[config.mk]
export PLATFORM = sky130hd
export DESIGN_NAME = lcd_scanout
export DESIGN_NICKNAME = d
export VERILOG_FILES = /design/src/rtl/lcd_scanout.sv
export SDC_FILE = /design/constraint.sdc
export NUM_CORES = 1
export LEC_CHECK = 0
export CAP_MARGIN = 20
export CORE_UTILIZATION = 41
export CTS_BUF_LIST = sky130_fd_sc_hd__clkbuf_8
export DETAILED_ROUTE_END_ITERATION = 10
export SLEW_MARGIN = 20
export SYNTH_ARGS = -nofsm -noshare
export SYNTH_HDL_FRONTEND = slang
export SYNTH_SLANG_ARGS = --single-unit
[constraint.sdc]
create_clock -name mck -period 2.56 [get_ports mck]
set_input_delay 0.512 -clock mck [delete_from_list [all_inputs] [get_ports mck]]
set_output_delay 0.512 -clock mck [all_outputs]
set_load 0.05 [all_outputs]
[src/rtl/lcd_scanout.sv]
// lcd_scanout: reads the 64-line x 160-nibble Z88 frame buffer out of VRAM
// and presents it as a 640x480@60 raster. Each Z88 line is shown on four
// consecutive VGA lines, centred in a 256-line window. Timing advances on
// pce; the outputs hsync/vsync/de/pix are registered together so they share
// one pce of latency relative to the counters.
module lcd_scanout #(
  parameter int H_ACTIVE = 640,
  parameter int H_FP     = 16,
  parameter int H_SYNC   = 96,
  parameter int H_BP     = 48,
  parameter int V_ACTIVE = 480,
  parameter int V_FP     = 10,
  parameter int V_SYNC   = 2,
  parameter int V_BP     = 33,
  parameter int V_TOP    = 112
) (
  input  logic        mck,
  input  logic        rin,
  input  logic        pce,
  input  logic        lcdon,
  output logic [13:0] vram_a,
  input  logic [3:0]  vram_di,
  output logic        hsync,
  output logic        vsync,
  output logic        de,
  output logic        pix,
  output logic        frame_start
);

  localparam int H_TOTAL = H_ACTIVE + H_FP + H_SYNC + H_BP;
  localparam int V_TOTAL = V_ACTIVE + V_FP + V_SYNC + V_BP;
  localparam int V_WIN   = 256;

  // 10-bit copies of the geometry so every compare is width-matched.
  localparam logic [9:0] H_LAST       = 10'(H_TOTAL - 1);
  localparam logic [9:0] V_LAST       = 10'(V_TOTAL - 1);
  // Last fetch slot of a line; it prefetches nibble 0 of the next line.
  localparam logic [9:0] H_FETCH_LAST = 10'(H_TOTAL - 3);
  localparam logic [9:0] H_ACT        = 10'(H_ACTIVE);
  localparam logic [9:0] V_ACT        = 10'(V_ACTIVE);
  localparam logic [9:0] HS_START     = 10'(H_ACTIVE + H_FP);
  localparam logic [9:0] HS_END       = 10'(H_ACTIVE + H_FP + H_SYNC);
  localparam logic [9:0] VS_START     = 10'(V_ACTIVE + V_FP);
  localparam logic [9:0] VS_END       = 10'(V_ACTIVE + V_FP + V_SYNC);
  localparam logic [9:0] WIN_START    = 10'(V_TOP);
  localparam logic [9:0] WIN_END      = 10'(V_TOP + V_WIN);

  logic [9:0]  hcnt;
  logic [9:0]  vcnt;
  logic [3:0]  shreg;

  logic        h_wrap;
  logic        v_wrap;
  logic [9:0]  vcnt_succ;
  logic        de_next;
  logic        hsync_next;
  logic        vsync_next;
  logic        inwin;
  logic        pix_next;
  logic [13:0] fetch_addr;

  // Z88 line shown on VGA line v; wraps harmlessly outside the window.
  function automatic logic [5:0] zline_of(input logic [9:0] v);
    return 6'((v - WIN_START) >> 2);
  endfunction

  // Decode the counters into next-output values and the next fetch address.
  // NOTE: each always_comb output is assigned a default first, so no path
  // leaves it unassigned and no latch is inferred.
  always_comb begin
    h_wrap     = (hcnt == H_LAST);
    v_wrap     = (vcnt == V_LAST);
    vcnt_succ  = v_wrap ? 10'd0 : vcnt + 10'd1;
    de_next    = (hcnt < H_ACT) && (vcnt < V_ACT);
    hsync_next = !((hcnt >= HS_START) && (hcnt < HS_END));
    vsync_next = !((vcnt >= VS_START) && (vcnt < VS_END));
    inwin      = lcdon && (vcnt >= WIN_START) && (vcnt < WIN_END);
    // 3 - hcnt[1:0] is the bitwise inverse for a 2-bit index.
    pix_next   = inwin && de_next && shreg[~hcnt[1:0]];
    fetch_addr = vram_a;
    if ((hcnt[1:0] == 2'b01) && (hcnt < H_FETCH_LAST)) begin
      fetch_addr = {zline_of(vcnt), hcnt[9:2] + 8'd1};
    end else if (hcnt == H_FETCH_LAST) begin
      fetch_addr = {zline_of(vcnt_succ), 8'd0};
    end
  end

  // Horizontal and vertical raster counters.
  // NOTE: sequential state uses non-blocking assignments so every register
  // in the design updates from the same pre-edge values.
  always_ff @(posedge mck) begin
    if (rin) begin
      hcnt <= 10'd0;
      vcnt <= 10'd0;
    end else if (pce) begin
      hcnt <= h_wrap ? 10'd0 : hcnt + 10'd1;
      if (h_wrap) begin
        vcnt <= vcnt_succ;
      end
    end
  end

  // VRAM address generation and nibble capture; runs regardless of lcdon.
  always_ff @(posedge mck) begin
    if (rin) begin
      vram_a <= 14'd0;
      shreg  <= 4'd0;
    end else if (pce) begin
      vram_a <= fetch_addr;
      if (hcnt[1:0] == 2'b11) begin
        shreg <= vram_di;
      end
    end
  end

  // Registered video outputs, all updated on the same pce edge.
  always_ff @(posedge mck) begin
    if (rin) begin
      hsync <= 1'b1;
      vsync <= 1'b1;
      de    <= 1'b0;
      pix   <= 1'b0;
    end else if (pce) begin
      hsync <= hsync_next;
      vsync <= vsync_next;
      de    <= de_next;
      pix   <= pix_next;
    end
  end

  // One-mck pulse when both counters wrap; cleared on every other mck.
  always_ff @(posedge mck) begin
    if (rin) begin
      frame_start <= 1'b0;
    end else begin
      frame_start <= pce && h_wrap && v_wrap;
    end
  end

endmodule
==> After elaboration in Yosys (flattened, before gate mapping) <==
Cells that the tools add are included.
{ "classes": {"mux": 6, "addsub": 5, "n_reduce_logical": 16, "n_eq_ne": 5, "bitwise_logic": 1, "n_lt_le_gt_ge": 10} }
{ "op_table": {"columns": ["cell", "count"], "rows": [
  ["10-bit equality test, second input constant", 3],
  ["10-bit < comparator, second input constant", 3],
  ["10-bit by 9-bit < comparator with 1-bit output, second input constant", 3],
  ["14-bit two-way mux", 2],
  ["10-bit by 1-bit adder with 10-bit output, second input constant", 2],
  ["10-bit two-way mux", 2],
  ["8-bit by 7-bit subtractor with 8-bit output, second input constant", 2],
  ["10-bit greater-or-equal comparator, second input constant", 1],
  ["10-bit by 7-bit greater-or-equal comparator with 1-bit output, second input constant", 1],
  ["10-bit by 9-bit greater-or-equal comparator with 1-bit output, second input constant", 1],
  ["1-bit logical AND", 10],
  ["8-bit by 1-bit adder with 8-bit output, second input constant", 1],
  ["2-bit AND reduction", 3],
  ["2-bit by 3-bit < comparator with 1-bit output, second input constant", 1],
  ["1-bit binary-select mux with 2-bit select", 1],
  ["2-bit by 1-bit equality test with 1-bit output, second input constant", 1],
  ["2-bit equality test, second input constant", 1],
  ["1-bit zero test", 2],
  ["2-bit inverter", 1],
  ["2-bit nonzero test", 1],
  ["1-bit two-way mux", 1]
]} }
{ "totals": {"input_bits": 8, "word_cells": 52, "reg_bits": 43} }

==> Longest topological paths before layout <==
{ "depth": {"depth_word": 5, "mapped_depth": 11, "mapped_depth_nobuf": 10} }

==> Worst setup path before layout <==
OpenSTA, ideal clock, no wires.
{ "synth_timing": {"path_kind": "register -> register", "start": "register hcnt[0]", "end": "register vram_a[12]", "path_stages_with_launch": 10, "t_arrival_ns": 2.014, "setup_time_ns": 0.122, "path_slack_ns": 0.424, "path_cell_list": "dfxtp_1 inv_1 ha_1 nand3b_1 a21oi_2 nand2_1 o31ai_1 ha_1 nor4_1 a311o_1"} }
{ "synth_via": {"elab_chain_len": 4, "word_cells_on_any_way": 7, "classes_between": "1 x order compare; 2 x eq/ne; 1 x mux; 3 x reduce/logical"} }
{ "synth_lines": {"columns": ["item", "line", "text"], "rows": [
  ["start: declaration", "48", "logic [9:0] hcnt;"],
  ["start signal: assignment", "96", "hcnt <= h_wrap ? 10'd0 : hcnt + 10'd1;"],
  ["10-bit < comparator or 2-bit by 1-bit equality test with 1-bit output (tied branches)", "81", "if ((hcnt[1:0] == 2'b01) && (hcnt < H_FETCH_LAST)) begin"],
  ["1-bit logical AND", "81", null],
  ["2-bit nonzero test (no source line)", null, null],
  ["2-bit AND reduction (no source line)", null, null],
  ["end signal: assignment", "109", "vram_a <= fetch_addr;"],
  ["end: declaration", "21", "output logic [13:0] vram_a,"]
]} }
Several ways; a longest one is shown, not always the timed one.
A chain may end at the register's enable or synchronous reset.

==> Worst setup path after layout <==
Same ends and word-level chain as after synthesis.

==> metrics.txt <==
fraction of layout cells with a size suffix above 1=12.5%; critical path class=reg2reg; Post-Syn Instances=278; RSZ-0062 raised after global routing=false; number of synthesized flops with an enable pin=0; Final Non-Filler Cells=383; crit path to=vram_a[12]$_SDFFE_PP0P_; Ant. Diodes=0; status=finished, final reports clean; area share of the largest cell type after synthesis=36.8%; antenna-violating nets left=0; dpl cells=roughly 380; register share of total power=49.9%; Boundary Pins=27; final hold violations=0; Net Sw Power=about 0.35 mW; first-pass GRT wire length=about 9 mm; Die Span X=77.6 um; normalized max-slew margin=~59%; Post-CTS Hold Fix Bufs=0; Tcrit/Tclk final=89.9%; Placer Congestion=roughly 0.88; cells along the critical path=inv_1, ha_1, nand3b_1, a21o_4, o31ai_2, nand2_1, ha_1, and4_1, a311o_1; WHS Path Cells=2; HPWL after DPL=3.92 mm; Initial Util=between 40% and 50%; Final Cell Area=around 2800 um2; Syn. warnings=0; Reg2Reg Depth=9; P per Cell Area=488 nW/um2; Arr. time, crit path=roughly 2500 ps; CTS H-tree lvls=2; final worst slack=258 ps; Synth Area per Inst=8.43 um2; drt pass-1 iters=4; Yosys cell types=54; Core Area=5510 um2; Rows=27; Crit. End Element=flip-flop; # fillers=545; TritonCTS buffer count=5; worst slew pin tran=608 ps; largest net degree at the start of global routing=22; routed len/inst=14.0 um; fmax=434 MHz; R2R setup slack=between 200 and 300 ps; RR Endpoint=vram_a[12]$_SDFFE_PP0P_; PostCTS Resize Cnt=0; I/O Buffers=26; Final setup viols=0; P&R area growth vs syn=20.7%; Clock Sink Count=43; register area share after synthesis=36.8%; worst hold margin=457 ps; CTS tree=built; Clock transition at path regs=90 ps; most numerous cell in the Yosys netlist=dfxtp_1; Post-route DRC=0; Synth Register Bits=between 40 and 50; Skew-Pair Late Insertion Delay=300 ps; Commonest cells post-synth=dfxtp_1 (43), nor2_1 (39), nand2_1 (25); die area=6020 um2; Reg-to-Reg Start=hcnt[0]$_SDFFE_PP0P_; Leak Pwr=about 1.0 nW; synth top area cells=dfxtp_1 (37%), nor2_1 (6.3%), ha_1 (4.8%), a21oi_1 (4.7%), nand2_1 (4.0%); P_int=1.03 mW; synthesized net count=295; clk buf depth=2; fin nets=approximately 330; Main synth FF type=dfxtp_1; Slew Viols, Final=0; HP Class=reg2reg; crit path time final=2300 ps; VDD IR-drop max=0.263 mV; GRT Residual Overflow=0; WP data required=2750 ps; post-synthesis async set-or-reset flop share=0%; most used cell, CP=ha_1; number of global-route vias before repair=roughly 1,900; largest area contributor in the synthesized netlist=dfxtp_1; CP max stage delay=approximately 440 ps; Post-Place Cell Area=2710 um2; CTS Root Cell=clkbuf_8; Mapped Area=2340 um2; logic gate share of total power=11.1%; Critical Path Start Type=flip-flop; Post-CTS Setup Bufs=0; Post-Route WL=5.37 mm; DRT iter0 DRCs=121; Max Cap Viol=0; CP startpoint=hcnt[0]$_SDFFE_PP0P_; Die Y-Extent=77.6 um; skew final=between 8 and 9 ps; vias per cell=5.40; initial antenna violation count=0; Vias=2,069; Worst path slowest cell=dfxtp_1; switching part of the total=25.3%; Total Negative Setup Slacks=0 ps; Place WS=about 240 ps; peak fanout along the critical path=5; total global-route track usage=19.4%; clock power share=about 39%
[worst min-delay path by stage]
stage                                  startpoint                 endpoint  slack [ps]
final                     vram_a[11]$_SDFFE_PP0P_  vram_a[11]$_SDFFE_PP0P_         460
after global routing      vram_a[11]$_SDFFE_PP0P_  vram_a[11]$_SDFFE_PP0P_         480
after CTS                 vram_a[11]$_SDFFE_PP0P_  vram_a[11]$_SDFFE_PP0P_         460
after detailed placement  vram_a[11]$_SDFFE_PP0P_  vram_a[11]$_SDFFE_PP0P_         450
after global placement      shreg[0]$_SDFFE_PP0P_    shreg[0]$_SDFFE_PP0P_         440
after floorplan             shreg[2]$_SDFFE_PP0P_    shreg[2]$_SDFFE_PP0P_         430
[through the flow]
stage,power (mW),utilization [%]
floorplan,0.804,-
global placement,0.858,49.3
detailed placement,0.859,49.3
CTS,1.40,51.3
global route,1.44,51.3
finish,1.38,51.3
[logic make-up (layout without fill, tap and decap cells)]
family	count (synthesis)	in the layout	share of synthesized area (%)
xor gates and xnor gates	16	16	5.98
muxes	2	2	1.39
DFF	43	43	36.8
buffers and inverters	26	59	5.66
AOI/OAI and AO/OA	63	63	18.1
and+or+nand+nor	119	119	27.4
adders and majority gates	9	9	4.81
[layer usage]
layer / global-route usage, % / vias to the layer above / part of all wire, %
li1: - / 1043 / -
met1: 26.4 / 965 / 51
met2: 30.0 / 54 / 44
met3: 4.71 / 7 / 4.5
met4: 6.60 / 0 / 1.4
met5: 0 / - / 0
[cell type report]
class,count,area (um2),share of cell area [%]
repair buffers,42,380,13.5
clock inverters,3,43.8,1.55
well taps,72,90.1,3.19
clock buffers,5,68.8,2.43
multi-input cells,209,1350,47.7
inverters,9,33.8,1.20
flip-flops and latches,43,861,30.5
[worst max-delay path: cells and delay by family, from the launching register on]
kind | cells | cell delay (ps)
compound gates | 3 | 790
simple gates | 3 | 460
flops | 1 | 440
fa+ha+maj | 2 | 390
buf+inv | 1 | 110
[power by group through the flow]
stage / Clock (mW) / Combinational (mW) / Sequential (mW)
after global routing: 0.584 / 0.166 / 0.691
after detailed placement: 0 / 0.154 / 0.705
after CTS: 0.553 / 0.154 / 0.689
after floorplan: 0 / 0.0750 / 0.729
final: 0.538 / 0.153 / 0.689
after global placement: 0 / 0.154 / 0.704
[registers in the layout, summed over array words and instances, names as in the netlist]
| signal | flops |
|---|---|
| vram_a | 14 |
| hcnt | 10 |
| vcnt | 10 |
| shreg | 4 |
| de | 1 |
| frame_start | 1 |
| hsync | 1 |
| pix | 1 |
| vsync | 1 |
[layout by cell type, fill, tap and decap left out, types with 3 or more instances in the layout]
| master | n |
|---|---|
| dfxtp_1 | 43 |
| nor2_1 | 39 |
| clkdlybuf4s50_1 | 26 |
| nand2_1 | 25 |
| a21oi_1 | 22 |
| nand3_1 | 16 |
| buf_4 | 16 |
| inv_1 | 9 |
| a22oi_1 | 9 |
| xor2_1 | 9 |
| ha_1 | 9 |
| o21ai_0 | 8 |
| nor3_1 | 7 |
| xnor2_1 | 7 |
| clkbuf_8 | 5 |
| nand3b_1 | 4 |
| and3_1 | 3 |
| o31ai_1 | 3 |
| nand2b_1 | 3 |
| o211ai_1 | 3 |
| a21o_1 | 3 |
| or3_1 | 3 |
Note: power is estimated with default switching activity, not from simulation.
